--- src/rtl/shift_controller.sv ---
`default_nettype none
// ============================================================================
// Module      : shift_controller
// Description : Multicycle sequencer driving the shift-amount mux, the
//               shift-source mux and the shift register, one bit per cycle.
// Revision    : 1.0  initial release
// ============================================================================
module shift_controller #(
    parameter int AMT_W   = 5,
    parameter int LUI_AMT = 16
) (
    input  logic             clk,
    input  logic             reset,
    input  logic             start,
    input  logic [2:0]       op,
    input  logic [AMT_W-1:0] shamt_in,
    input  logic [AMT_W-1:0] rs_amt,
    output logic [1:0]       shift_amt_sel,
    output logic             shift_src,
    output logic [2:0]       shift_ctrl,
    output logic [AMT_W-1:0] shift_n,
    output logic             busy,
    output logic             done,
    output logic             reg_write,
    output logic             err
);

    typedef enum logic [1:0] {
        ST_IDLE  = 2'd0,
        ST_LOAD  = 2'd1,
        ST_SHIFT = 2'd2,
        ST_DONE  = 2'd3
    } state_t;

    localparam logic [2:0] C_OP_ILLEGAL = 3'b111;
    localparam logic [2:0] C_OP_LUI     = 3'b110;
    localparam logic [2:0] C_CTRL_HOLD  = 3'b000;
    localparam logic [2:0] C_CTRL_LOAD  = 3'b001;
    localparam logic [2:0] C_CTRL_SLL   = 3'b010;
    localparam logic [2:0] C_CTRL_SRL   = 3'b011;
    localparam logic [2:0] C_CTRL_SRA   = 3'b100;
    localparam logic [AMT_W-1:0] C_LUI_CNT = AMT_W'(LUI_AMT);
    localparam logic [AMT_W-1:0] C_ONE     = AMT_W'(1);
    localparam logic [AMT_W-1:0] C_ZERO    = '0;

    state_t           r_state;
    logic [AMT_W-1:0] r_cnt;
    logic [2:0]       r_op;

    logic [AMT_W-1:0] w_acc_amt;
    logic [1:0]       w_acc_sel;
    logic [2:0]       w_shift_cmd;

    // Amount source and mux select are decoded from the incoming op at accept.
    always_comb begin
        w_acc_amt = shamt_in;
        w_acc_sel = 2'b00;
        case (op)
            3'b000, 3'b001, 3'b010: begin
                w_acc_amt = shamt_in;
                w_acc_sel = 2'b00;
            end
            3'b011, 3'b100, 3'b101: begin
                w_acc_amt = rs_amt;
                w_acc_sel = 2'b01;
            end
            3'b110: begin
                w_acc_amt = C_LUI_CNT;
                w_acc_sel = 2'b10;
            end
            default: begin
                w_acc_amt = C_ZERO;
                w_acc_sel = 2'b00;
            end
        endcase
    end

    // Per-bit shift command follows the latched op, lui shifts left.
    always_comb begin
        w_shift_cmd = C_CTRL_SLL;
        case (r_op)
            3'b001, 3'b100: w_shift_cmd = C_CTRL_SRL;
            3'b010, 3'b101: w_shift_cmd = C_CTRL_SRA;
            default:        w_shift_cmd = C_CTRL_SLL;
        endcase
    end

    always_ff @(posedge clk) begin
        if (reset) begin
            r_state       <= ST_IDLE;
            r_cnt         <= C_ZERO;
            r_op          <= 3'b000;
            shift_amt_sel <= 2'b00;
            shift_src     <= 1'b0;
            shift_ctrl    <= C_CTRL_HOLD;
            shift_n       <= C_ZERO;
            busy          <= 1'b0;
            done          <= 1'b0;
            reg_write     <= 1'b0;
            err           <= 1'b0;
        end else begin
            err <= 1'b0;
            case (r_state)
                ST_IDLE: begin
                    if (start && (op != C_OP_ILLEGAL)) begin
                        r_state       <= ST_LOAD;
                        r_cnt         <= w_acc_amt;
                        r_op          <= op;
                        shift_amt_sel <= w_acc_sel;
                        shift_src     <= (op == C_OP_LUI);
                        shift_ctrl    <= C_CTRL_LOAD;
                        busy          <= 1'b1;
                    end else if (start) begin
                        err <= 1'b1;
                    end
                end
                ST_LOAD: begin
                    if (r_cnt != C_ZERO) begin
                        r_state    <= ST_SHIFT;
                        shift_ctrl <= w_shift_cmd;
                        shift_n    <= C_ONE;
                    end else begin
                        r_state    <= ST_DONE;
                        shift_ctrl <= C_CTRL_HOLD;
                        done       <= 1'b1;
                        reg_write  <= 1'b1;
                    end
                end
                ST_SHIFT: begin
                    if (r_cnt != C_ZERO) begin
                        r_cnt <= r_cnt - C_ONE;
                    end
                    // The cycle issuing the last shift sees cnt=1.
                    if (r_cnt <= C_ONE) begin
                        r_state    <= ST_DONE;
                        shift_ctrl <= C_CTRL_HOLD;
                        shift_n    <= C_ZERO;
                        done       <= 1'b1;
                        reg_write  <= 1'b1;
                    end
                end
                default: begin
                    r_state       <= ST_IDLE;
                    r_cnt         <= C_ZERO;
                    shift_amt_sel <= 2'b00;
                    shift_src     <= 1'b0;
                    shift_ctrl    <= C_CTRL_HOLD;
                    shift_n       <= C_ZERO;
                    busy          <= 1'b0;
                    done          <= 1'b0;
                    reg_write     <= 1'b0;
                end
            endcase
        end
    end

endmodule
`default_nettype wire

--- config.mk ---
export PLATFORM = sky130hd
export DESIGN_NAME = shift_controller
export DESIGN_NICKNAME = d
export VERILOG_FILES = /design/src/rtl/shift_controller.sv
export SDC_FILE = /design/constraint.sdc
export NUM_CORES = 1
export LEC_CHECK = 0
export ABC_CLOCK_PERIOD_IN_PS = 5930
export CORE_ASPECT_RATIO = 0.6
export CORE_MARGIN = 8
export CORE_UTILIZATION = 50
export DETAILED_ROUTE_END_ITERATION = 10
export PLACE_DENSITY_LB_ADDON = 0.3
export SETUP_SLACK_MARGIN = 0.2
export SYNTH_ARGS = -nofsm -noshare
export SYNTH_HDL_FRONTEND = slang
export SYNTH_SLANG_ARGS = --single-unit
--- constraint.sdc ---
create_clock -name clk -period 5.93 [get_ports clk]
set_clock_uncertainty 0.15 [all_clocks]
set_input_delay 1.779 -clock clk [delete_from_list [all_inputs] [get_ports clk]]
set_output_delay 1.779 -clock clk [all_outputs]
set_load 0.02 [all_outputs]
# After elaboration in Yosys (flattened, before gate mapping)
# Cells that the tools add are included.
dict set report op_classes {
  order_cmp 1
  reduce_logical 16
  n_eq_ne 18
  n_addsub 1
  mux 27
  bitwise_logic 3
}
# cell count
set op_table {}
lappend op_table {{case mux 5 bit (3 select lines)} 3}
lappend op_table {{two-way mux 5 bit} 4}
lappend op_table {{== test 3 bit (second input constant)} 5}
lappend op_table {{!= test 2 bit (second input constant)} 5}
lappend op_table {{== test 3 x 2 -> 1 bit (second input constant)} 3}
lappend op_table {{two-way mux 3 bit} 3}
lappend op_table {{case mux 3 bit (3 select lines)} 1}
lappend op_table {{AND reduction 3 bit} 3}
lappend op_table {{OR reduction 3 bit} 3}
lappend op_table {{case mux 2 bit (2 select lines)} 2}
lappend op_table {{== test 3 x 1 -> 1 bit (second input constant)} 2}
lappend op_table {{two-way mux 1 bit} 6}
lappend op_table {{two-way mux 2 bit} 3}
lappend op_table {{case mux 2 bit (3 select lines)} 1}
lappend op_table {{case mux 3 bit (2 select lines)} 1}
lappend op_table {{AND reduction 2 bit} 3}
lappend op_table {{OR reduction 2 bit} 3}
lappend op_table {{less-or-equal comparator 5 x 1 -> 1 bit (second input constant)} 1}
lappend op_table {{nonzero test 5 bit} 1}
lappend op_table {{subtractor 5 x 1 -> 5 bit (second input constant)} 1}
lappend op_table {{case mux 1 bit (2 select lines)} 2}
lappend op_table {{logical NOT 3 bit} 1}
lappend op_table {{!= test 3 bit (second input constant)} 1}
lappend op_table {{NOT 1 bit} 3}
lappend op_table {{5 further kinds} 5}
dict set report word_totals {
  in_bits 16
  word_cells 76
  register_bits 24
  output_inout_bits 15
}

# Logic depth before layout (Yosys ltp)
# Gate-level depths: netlist (run 1).
dict set report depth {
  depth_word 5
  depth_mapped 7
  ltp_nobuf 6
}

# Least setup slack after synthesis (run 1)
# No wires, ideal clock.
dict set report synth_path {
  path_kind {input to register}
  from {input port op[0]}
  to {register shift_amt_sel[1]}
  arrival_time_ns 2.871
  cell_stages 5
  setup_slack_ns 2.839
  setup_ns 0.070
  required_ns 5.710
  path_buffers 1
  cell_sequence {buf_2 nand3_1 nand3_1 or4_1 a21oi_1}
}
dict set report synth_between {
  elab_chain_cells 5
  elab_cells_between_ends 12
  cone_classes {eq/ne (6); mux (3); reduce/logical (3)}
}
# item line
set synth_lines {}
lappend synth_lines {{from (decl)} 15} ;# input logic [2:0] op,
lappend synth_lines {{== test 3 x 2 -> 1 bit / == test 3 bit (equally long branches)} 58} ;# case (op)
lappend synth_lines {{OR reduction 3 bit} 58}
lappend synth_lines {{case mux 2 bit (2 select lines)} 58}
lappend synth_lines {{two-way mux 2 bit} 105} ;# if (start && (op != C_OP_ILLEGAL)) begin
lappend synth_lines {{case mux 2 bit (2 select lines)} 103} ;# case (r_state)
lappend synth_lines {{to (signal assigned)} 109} ;# shift_amt_sel <= w_acc_sel;
lappend synth_lines {{to (decl)} 18} ;# output logic [1:0] shift_amt_sel,
# Parallel ways exist; a longest one is shown, timed or not. The select of a mux whose other input is x is not followed.
# A chain may end at the register's enable or synchronous reset.

# Worst setup path after layout (run 1)
dict set report layout_path {
  from {input port op[1]}
  to {register r_cnt[1]}
}
dict set report layout_between {
  elab_chain_cells 5
  elab_cells_between_ends 16
  cone_classes {eq/ne (8); mux (3); reduce/logical (5)}
}
# item line
set layout_lines {}
lappend layout_lines {{== test 3 x 2 -> 1 bit, or another cell as far along} 58}
lappend layout_lines {{OR reduction 3 bit} 58}
lappend layout_lines {{case mux 5 bit (3 select lines)} 58}
lappend layout_lines {{two-way mux 5 bit} 105}
lappend layout_lines {{case mux 5 bit (3 select lines)} 103}
lappend layout_lines {{to (signal assigned)} 107} ;# r_cnt <= w_acc_amt;
lappend layout_lines {{to (signal assigned)} 131} ;# r_cnt <= r_cnt - C_ONE;
lappend layout_lines {{to (decl)} 47} ;# logic [AMT_W-1:0] r_cnt;
# Parallel ways exist; a longest one is shown, timed or not. The select of a mux whose other input is x is not followed.

==> results.md, run 1 <==
- Leakage: ~0.6 nW
- CP required: between 5 and 6 ns
- Most common library cells after synthesis: dfxtp_1 (20), a21oi_1 (15), o21ai_0 (14)
- Vias in the first global route: between 1k and 1.5k
- CTS tree: built
- Fill cells: 222
- Power per cell area: about 450 nW/um2
- Site row count: 14
- DRT Pass-1 Iters: 4
- Asr flop ratio synth: 0%
- Hold_ws: about 0.33 ns
- RSZ-0062 raised after global routing: false
- Sequential area share after synthesis: between 30% and 40%
- Total Routing Usage GR: ~17%
- Yosys cell types: 48
- Final wirelength: about 3.4 mm
- Top-area cell type share of the netlist area: 31.7%
- Area Growth Syn to Fin: 23.5%
- Setup TNS: 0 ns
- Critical path launch point type: input pin
- Vias: 1199
- Worst Path Buf+Inv: 1
- Worst-Skew Late Latency: approximately 0.27 ns
- Crit-path cells: clkdlybuf4s50_1, nand3_1, a21oi_1, nor3_1, a221oi_1
- Min Tclk post-route: between 3 and 4 ns
- GPL Wtd Cong: roughly 0.84
- Layout cells sized above 1: approximately 10%
- # nets final: 195
- # port buffers: 26
- Root Driver: clkbuf_8
- Critical Path AT: between 3 and 4 ns
- Dominant synthesized flop cell: dfxtp_1
- Die ar.: approximately 4400 um2
- Wire per inst: roughly 17 um
- Top Ports: 31
- CTS Sinks: 20
- Final setup viols: 0
- Max transition margin: between 30% and 40%
- Max_cap viols: 0
- Critical path class: input pin to register
- Yosys reg bits: 20
- Starting Density: about 52%
- GR Overflow Total: 0
- Max incr delay on CP: around 0.77 ns
- Final antenna-violating net count: 0
- Total power: around 0.70 mW
- Antenna violations before repair: 0
- Setup Buffers After CTS: 0
- Vias per inst: ~6
- Critical-path top delay cell: a21oi_1
- Die W: about 81 um
- Synth Area per Inst: 8.37 um2
- Cell taking the most area after synthesis: dfxtp_1
- Delay-heaviest family, CP: compound AO/OA/AOI/OAI gates
- Most common cell in the netlist: dfxtp_1
- Die height: between 50 and 60 um
- Final Hold Vio Count: 0
- Synth Cell Area: between 1000 and 1500 um2
- Syn Inst Count: around 150
- ANT cells: 0
- EDFF count, synth: 0
- Worst reg-to-reg setup slack: approximately 3.5 ns
- DR DRC count: 0
- Hpwl dp: ~2.5 mm
- First-pass GRT wire length: ~5.7 mm
- Storage element area: between 400 and 500 um2
- Core Region: between 2000 and 2500 um2
- CTS Hold Buffers Added: 0
- 1st-iter DRT viols: ~170
- VDD IR max: roughly 0.00017 V
- Pin count of the biggest net entering global routing: 21
- Synth area leaders: dfxtp_1 (32%), ha_1 (6.9%), a21oi_1 (5.9%)
- Element type at the critical path end: register
- Clock buffer depth: 2
- Ys Warns: 0
- Max-slew violation count: 0
- Fmax: 255 MHz
- Outcome: completed
- Hold crit path type: register to register
- CP Max Fanout: 15
- CTS resizes: 0
- Fin util: 63.6%
- Clk slew on worst S/H paths: 0.08 ns
- H-Tree Depth: 1
- CTS Buf Count: 3
- Slew @ Worst Pin: a little over 0.9 ns
- Final period utilization: between 60% and 70%
- Area of the multi-input gates: 774 um2
## final cells by class
| cell class | count | share of cell area (%) |
|---|---|---|
| clock buffers | 4 | 3.53 |
| inverters | 8 | 1.92 |
| multi-input cells | 113 | 49.6 |
| flip-flops and latches | 20 | 25.7 |
| well taps | 32 | 2.57 |
| repair buffers | 26 | 16.7 |
## cell usage in the layout, fill, tap and decap left out, types with 2 or more instances in the layout
| cell type | netlist | routed |
|---|---|---|
| nand2b_1 | 2 | 2 |
| a21oi_1 | 15 | 15 |
| nor3_1 | 3 | 3 |
| nand3_1 | 5 | 5 |
| inv_1 | 8 | 8 |
| a211oi_1 | 3 | 3 |
| a21bo_2 | 2 | 2 |
| dfxtp_1 | 20 | 20 |
| a31oi_1 | 2 | 2 |
| a221oi_1 | 2 | 2 |
| o311ai_0 | 2 | 2 |
| mux2i_1 | 4 | 4 |
| o21ai_0 | 14 | 14 |
| conb_1 | 1 | 4 |
| nand4b_1 | 2 | 2 |
| nor3b_1 | 2 | 2 |
| clkdlybuf4s50_1 | 0 | 26 |
| ha_1 | 7 | 7 |
| or2_2 | 2 | 2 |
| o31ai_1 | 3 | 3 |
| mux2_2 | 2 | 2 |
| nor2_1 | 6 | 6 |
| clkbuf_8 | 0 | 4 |
| nand2_1 | 7 | 7 |
| nor2b_1 | 2 | 2 |
## worst paths after layout
path                            cells past startpoint            end           from
worst max-delay path                                5       r_cnt[1]          op[1]
worst min-delay path                                2  shift_ctrl[2]  shift_ctrl[2]
worst max register to register                      6       r_cnt[1]     r_state[0]
worst min register to register                      2  shift_ctrl[2]  shift_ctrl[2]
## metrics by stage
step / std cells / area (um2) / setup WS [ns]
after floorplan: 154 / 1270 / 2.84
after global placement: 199 / 1510 / 1.88
after detailed placement: 199 / 1510 / 1.80
after CTS: 203 / 1560 / 2.05
after global routing: 203 / 1560 / 1.87
final: 203 / 1560 / 2.01
## sequential cells by signal, summed over array words and instances, names as in the netlist, 2 cells and up
signal / flops
r_op: 3
shift_amt_sel: 2
shift_ctrl: 3
r_cnt: 5
r_state: 2
## per-layer routing
| metal | global-route usage [%] | share of wire [%] | vias up |
|---|---|---|---|
| met1 | 20.5 | 45 | 565 |
| li1 | - | - | 585 |
| met2 | 27.2 | 47 | 43 |
| met4 | 8.82 | 1.7 | 0 |
| met3 | 4.84 | 6.6 | 6 |
| met5 | 0 | 0 | - |
## report_power, final
part           switching, mW  internal, mW  leakage (nW)  total (mW)
registers             0.0333         0.173         0.164       0.207
logic                  0.225         0.159         0.392       0.384
clock network         0.0482        0.0592        0.0288       0.107
total                  0.306         0.392         0.584       0.698
## logic make-up (layout without fill, tap and decap cells)
group | after synthesis | count (layout) | share of synthesized area, %
XOR/XNOR | 1 | 1 | 0.693
other | 1 | 4 | 0.297
AND/OR/NAND/NOR | 39 | 39 | 17.8
AO/OA/AOI/OAI | 56 | 56 | 29.7
adder cells (fa/ha/maj) | 7 | 7 | 6.93
flip-flops | 20 | 20 | 31.7
buffers and inverters | 21 | 38 | 7.92
multiplexers | 6 | 6 | 4.95
## worst register-to-register path, delay by kind of cell, from the launching register on
family | cells | cell delay, ns
AOI/OAI and AO/OA | 2 | 1.02
adders and majority gates | 1 | 0.40
DFF | 1 | 0.35
buffers and inverters | 2 | 0.28
and+or+nand+nor | 1 | 0.15
No activity file was read; power rests on OpenSTA's default activity.
==> run 2: changes to the inputs <==
--- a/config.mk
+++ b/config.mk
@@ -5,10 +5,10 @@
 export SDC_FILE = /design/constraint.sdc
 export NUM_CORES = 1
 export LEC_CHECK = 0
-export ABC_CLOCK_PERIOD_IN_PS = 5930
+export ABC_CLOCK_PERIOD_IN_PS = 3790
 export CORE_ASPECT_RATIO = 0.6
 export CORE_MARGIN = 8
-export CORE_UTILIZATION = 50
+export CORE_UTILIZATION = 49
 export DETAILED_ROUTE_END_ITERATION = 10
 export PLACE_DENSITY_LB_ADDON = 0.3
 export SETUP_SLACK_MARGIN = 0.2
==> constraint.sdc (replaced) <==
create_clock -name clk -period 3.79 [get_ports clk]
set_clock_uncertainty 0.15 [all_clocks]
set_input_delay 1.137 -clock clk [delete_from_list [all_inputs] [get_ports clk]]
set_output_delay 1.137 -clock clk [all_outputs]
set_load 0.02 [all_outputs]
==> results.md, run 2 (same netlist as run 1, synthesis figures left out) <==
- Outcome: completed
- Final wirelength: between 3 and 4 mm
- Final setup viols: 0
- Top Ports: 31
- CTS Sinks: 20
- RSZ-0062 raised after global routing: false
- Site row count: 14
- Starting Density: between 50% and 60%
- Leakage: 0.587 nW
- First-pass GRT wire length: 5.28 mm
- CP Max Fanout: 15
- Fill cells: between 200 and 250
- CTS Buf Count: 3
- Antenna violations before repair: 0
- Critical Path End: r_cnt[1]
- Hpwl dp: between 2 and 2.5 mm
- Placed cell area: 1520 um2
- Wire per inst: roughly 15 um
- Slew @ Worst Pin: approximately 0.57 ns
- Vias per inst: 5.85
- DRT Pass-1 Iters: 7
- Critical Path AT: about 3.0 ns
- Area Growth Syn to Fin: 23.6%
- CTS resizes: 0
- Critical path launch point type: input pin
- Max_cap viols: 0
- Max-slew violation count: 0
- Min Tclk post-route: around 3.0 ns
- # port buffers: 26
- Core Region: roughly 2500 um2
- Root Driver: clkbuf_8
- Worst-Skew Late Latency: around 0.25 ns
- Final period utilization: about four fifths
- Critical path class: input pin to register
- VDD IR max: about 0.00026 V
- Max transition margin: roughly three fifths
- Leading cell type in the layout, fill and taps excluded: clkdlybuf4s50_1
- Reg2Reg Capture Point: r_cnt[1]
- Pin count of the biggest net entering global routing: 21
- Setup TNS: 0 ns
- CTS tree: built
- Most flop-heavy register: r_cnt
- Critical Path Source: op[1]
- Finished Cell Area: ~1600 um2
- ANT cells: 0
- Largest registers: r_cnt x5, r_op x3, shift_ctrl x3
- # nets final: 197
- CTS Hold Buffers Added: 0
- Die W: 81.6 um
- Hold crit path type: register to register
- Clk slew on worst S/H paths: ~0.07 ns
- Power per cell area: between 600 and 700 nW/um2
- HP Start: shift_ctrl[2]
- Total Routing Usage GR: 14.5%
- Max reg flops: 5
- GR Overflow Total: 0
- Fin util: a little over three fifths
- Clock buffer depth: 2
- Layout cells sized above 1: a little over a tenth
- Die ar.: 4510 um2
- Storage element area: about 400 um2
- Final Hold Vio Count: 0
- Final antenna-violating net count: 0
- R2R depth: 6
- Vias in the first global route: 1049
- Hold_ws: roughly 0.33 ns
- Worst reg-to-reg setup slack: ~1.7 ns
- Commonest cells after routing, fill and taps aside: clkdlybuf4s50_1 (26), dfxtp_1 (20), a21oi_1 (15), o21ai_0 (14), inv_1 (8)
- Setup Buffers After CTS: 0
- Fmax: about 330 MHz
- Die height: between 50 and 60 um
- Area of the multi-input gates: between 700 and 800 um2
- CP required: between 3 and 4 ns
- Vias: 1193
- Element type at the critical path end: register
- Crit Reg-Reg Startpoint: r_state[0]
- GPL Wtd Cong: 0.923
- H-Tree Depth: 1
- 1st-iter DRT viols: 89
- DR DRC count: 0
[run 2: cell types whose count changed in the layout (fill, tap and decap cells not counted), sizes merged]
| cell | previous run | this run |
|---|---|---|
| clkbuf | 4 | 3 |
| buf | 0 | 2 |
[run 2: area by class of cell]
type                            instances  share of cell area [%]
Multi-Input combinational cell        113                    49.6
Sequential cell                        20                    25.6
Clock buffer                            3                    2.64
Timing Repair Buffer                   28                    17.6
Inverter                                8                    1.92
Tap cell                               32                    2.56
[run 2: stage by stage]
stage | setup slack [ns] | instances | power [mW]
3_3_place_gp | 0.651 | 201 | 0.894
4_1_cts | 0.798 | 204 | 1.04
2_1_floorplan | 1.34 | 154 | 0.738
3_5_place_dp | 0.572 | 201 | 0.905
6_report | 0.790 | 204 | 1.05
5_1_grt | 0.607 | 204 | 1.13
[run 2: power breakdown]
| group | total [mW] | internal (mW) | switching [mW] |
|---|---|---|---|
| clock | 0.136 | 0.0707 | 0.0652 |
| sequential | 0.324 | 0.272 | 0.0524 |
| combinational | 0.591 | 0.254 | 0.337 |
[run 2: metal layers]
metal | global-route usage (%) | part of all wire, %
met1 | 20.4 | 48
met2 | 20.9 | 43
met3 | 3.71 | 7.7
met4 | 3.80 | 1.1
met5 | 0 | 0
[run 2: worst min-delay path by stage]
| stage | endpoint | slack [ns] | cells past startpoint |
|---|---|---|---|
| 2_1_floorplan | r_cnt[4] | 0.31 | 2 |
| 3_3_place_gp | shift_n[0] | 0.31 | 2 |
| 3_5_place_dp | shift_ctrl[2] | 0.32 | 2 |
| 4_1_cts | shift_ctrl[2] | 0.32 | 2 |
| 5_1_grt | shift_ctrl[2] | 0.36 | 2 |
| 6_report | shift_ctrl[2] | 0.33 | 2 |
[run 2: worst max-delay path, stage by stage]
cell and delay, ns:
clkdlybuf4s50_1 0.74, nand3_1 0.19, a21oi_1 0.47, nor3_1 0.12
a221oi_1 0.33
==> run 3: changes to the inputs <==
--- a/config.mk
+++ b/config.mk
@@ -5,7 +5,7 @@
 export SDC_FILE = /design/constraint.sdc
 export NUM_CORES = 1
 export LEC_CHECK = 0
-export ABC_CLOCK_PERIOD_IN_PS = 3790
+export ABC_CLOCK_PERIOD_IN_PS = 2800
 export CORE_ASPECT_RATIO = 0.6
 export CORE_MARGIN = 8
 export CORE_UTILIZATION = 49
==> constraint.sdc (replaced) <==
create_clock -name clk -period 2.8 [get_ports clk]
set_clock_uncertainty 0.15 [all_clocks]
set_input_delay 0.84 -clock clk [delete_from_list [all_inputs] [get_ports clk]]
set_output_delay 0.84 -clock clk [all_outputs]
set_load 0.02 [all_outputs]
==> results.md, run 3 (same netlist as run 1, synthesis figures left out) <==
- Largest registers: r_cnt x5, r_op x3, shift_ctrl x3
- Max-slew violation count: 0
- Wire per inst: ~16 um
- Setup Buffers After CTS: 0
- Most flop-heavy register: r_cnt
- CTS Sinks: 20
- Setup TNS: 0 ns
- Die ar.: around 4500 um2
- Top Ports: 31
- Pin count of the biggest net entering global routing: 15
- DRT Pass-1 Iters: 4
- Final wirelength: between 3 and 4 mm
- RSZ-0062 raised after global routing: false
- # nets final: roughly 200
- Outcome: completed
- DR DRC count: 0
- Hold crit path type: register to register
- Root Driver: clkbuf_8
- Starting Density: 51.2%
- Final setup viols: 0
- First-pass GRT wire length: ~5.5 mm
- Hold_ws: 0.331 ns
- Clock buffer depth: 2
- Fin util: between 60 and 70%
- Final Hold Vio Count: 0
- Worst path most repeated cell: nand3_1
- Max_cap viols: 0
- Die W: 81.6 um
- Crit-path cells: clkdlybuf4s50_1, nand3_1, nand3_1, or4_1, a21oi_1
- Site row count: 14
- Vias in the first global route: between 1k and 1.5k
- Leading cell type in the layout, fill and taps excluded: clkdlybuf4s50_1
- Critical path launch point type: input pin
- Final period utilization: between 80% and 90%
- Leakage: approximately 0.61 nW
- Max transition margin: between 60% and 70%
- CP Max Fanout: 6
- GR Overflow Total: 0
- CTS Buf Count: 3
- Slew @ Worst Pin: about 0.58 ns
- # port buffers: 26
- CTS resizes: 0
- Vias per inst: between 5 and 6
- Critical Path AT: 2.45 ns
- H-Tree Depth: 1
- CTS Hold Buffers Added: 0
- Fmax: roughly 410 MHz
- Hpwl dp: around 2.6 mm
- Core Region: between 2000 and 2500 um2
- Commonest cells after routing, fill and taps aside: clkdlybuf4s50_1 (26), dfxtp_1 (20), a21oi_1 (15), o21ai_0 (14), inv_1 (8)
- Final antenna-violating net count: 0
- Max incr delay on CP: 0.56 ns
- CTS tree: built
- Min Tclk post-route: about 2.4 ns
- 1st-iter DRT viols: about 140
- Area Growth Syn to Fin: 25.9%
- Max reg flops: 5
- Critical path class: input pin to register
- Power per cell area: between 900 and 1000 nW/um2
- Vias: between 1k and 1.5k
- Antenna violations before repair: 0
- Worst-Skew Late Latency: 0.26 ns
- Total Routing Usage GR: between 10% and 20%
- Fill cells: around 200
- Die height: 55.3 um
- Total power: roughly 1.5 mW
- ANT cells: 0
- Element type at the critical path end: register
- Clk slew on worst S/H paths: 0.08 ns
- Critical-path top delay cell: or4_1
- GPL Wtd Cong: just over 0.9
- VDD IR max: between 0.0003 and 0.0004 V
- Layout cells sized above 1: approximately 13%
- CP required: roughly 2.8 ns
-- run 3: changes by cell type in the layout (fill, tap and decap cells not counted) --
cell   previous run  this run
buf_4             2         6
-- run 3: final cells by class --
type                            instances  area, um2  area share, %
Inverter                                8       30.0           1.89
Clock buffer                            3       41.3           2.59
Multi-Input combinational cell        113        774           48.7
Tap cell                               32       40.0           2.52
Timing Repair Buffer                   32        305           19.2
Sequential cell                        20        400           25.2
-- run 3: worst paths after layout --
check	start	endpoint	slack [ns]	cells past startpoint
setup reg to reg	r_state[0]	shift_amt_sel[1]	0.74	5
setup / recovery	op[0]	shift_amt_sel[1]	0.39	5
hold reg to reg	shift_ctrl[1]	shift_ctrl[1]	0.33	2
hold / removal	shift_ctrl[1]	shift_ctrl[1]	0.33	2
-- run 3: per-stage QoR --
stage | area [um2] | std cells | worst slack, ns
finish | 1590 | 208 | 0.390
CTS | 1590 | 208 | 0.411
global route | 1590 | 208 | 0.299
global placement | 1550 | 205 | 0.201
detailed placement | 1550 | 205 | 0.143
floorplan | 1270 | 154 | 0.648
-- run 3: critical path, delay by kind of cell --
family | cells | cell delay (ns)
simple gates | 3 | 0.96
buf+inv | 1 | 0.50
compound gates | 1 | 0.14
-- run 3: report_power, final --
part	leakage [nW]	internal, mW	switching (mW)	total [mW]
logic	0.421	0.354	0.466	0.820
clock network	0.0216	0.0961	0.0972	0.193
registers	0.164	0.367	0.0723	0.440
total	0.606	0.817	0.636	1.45
-- run 3: per-layer routing --
metal / global-route usage (%) / vias up / routed length [um]
met5: 0 / - / 0
met4: 3.04 / 0 / 21
met3: 5.00 / 4 / 272
met2: 23.7 / 50 / 1510
met1: 19.5 / 561 / 1510
li1: - / 600 / -
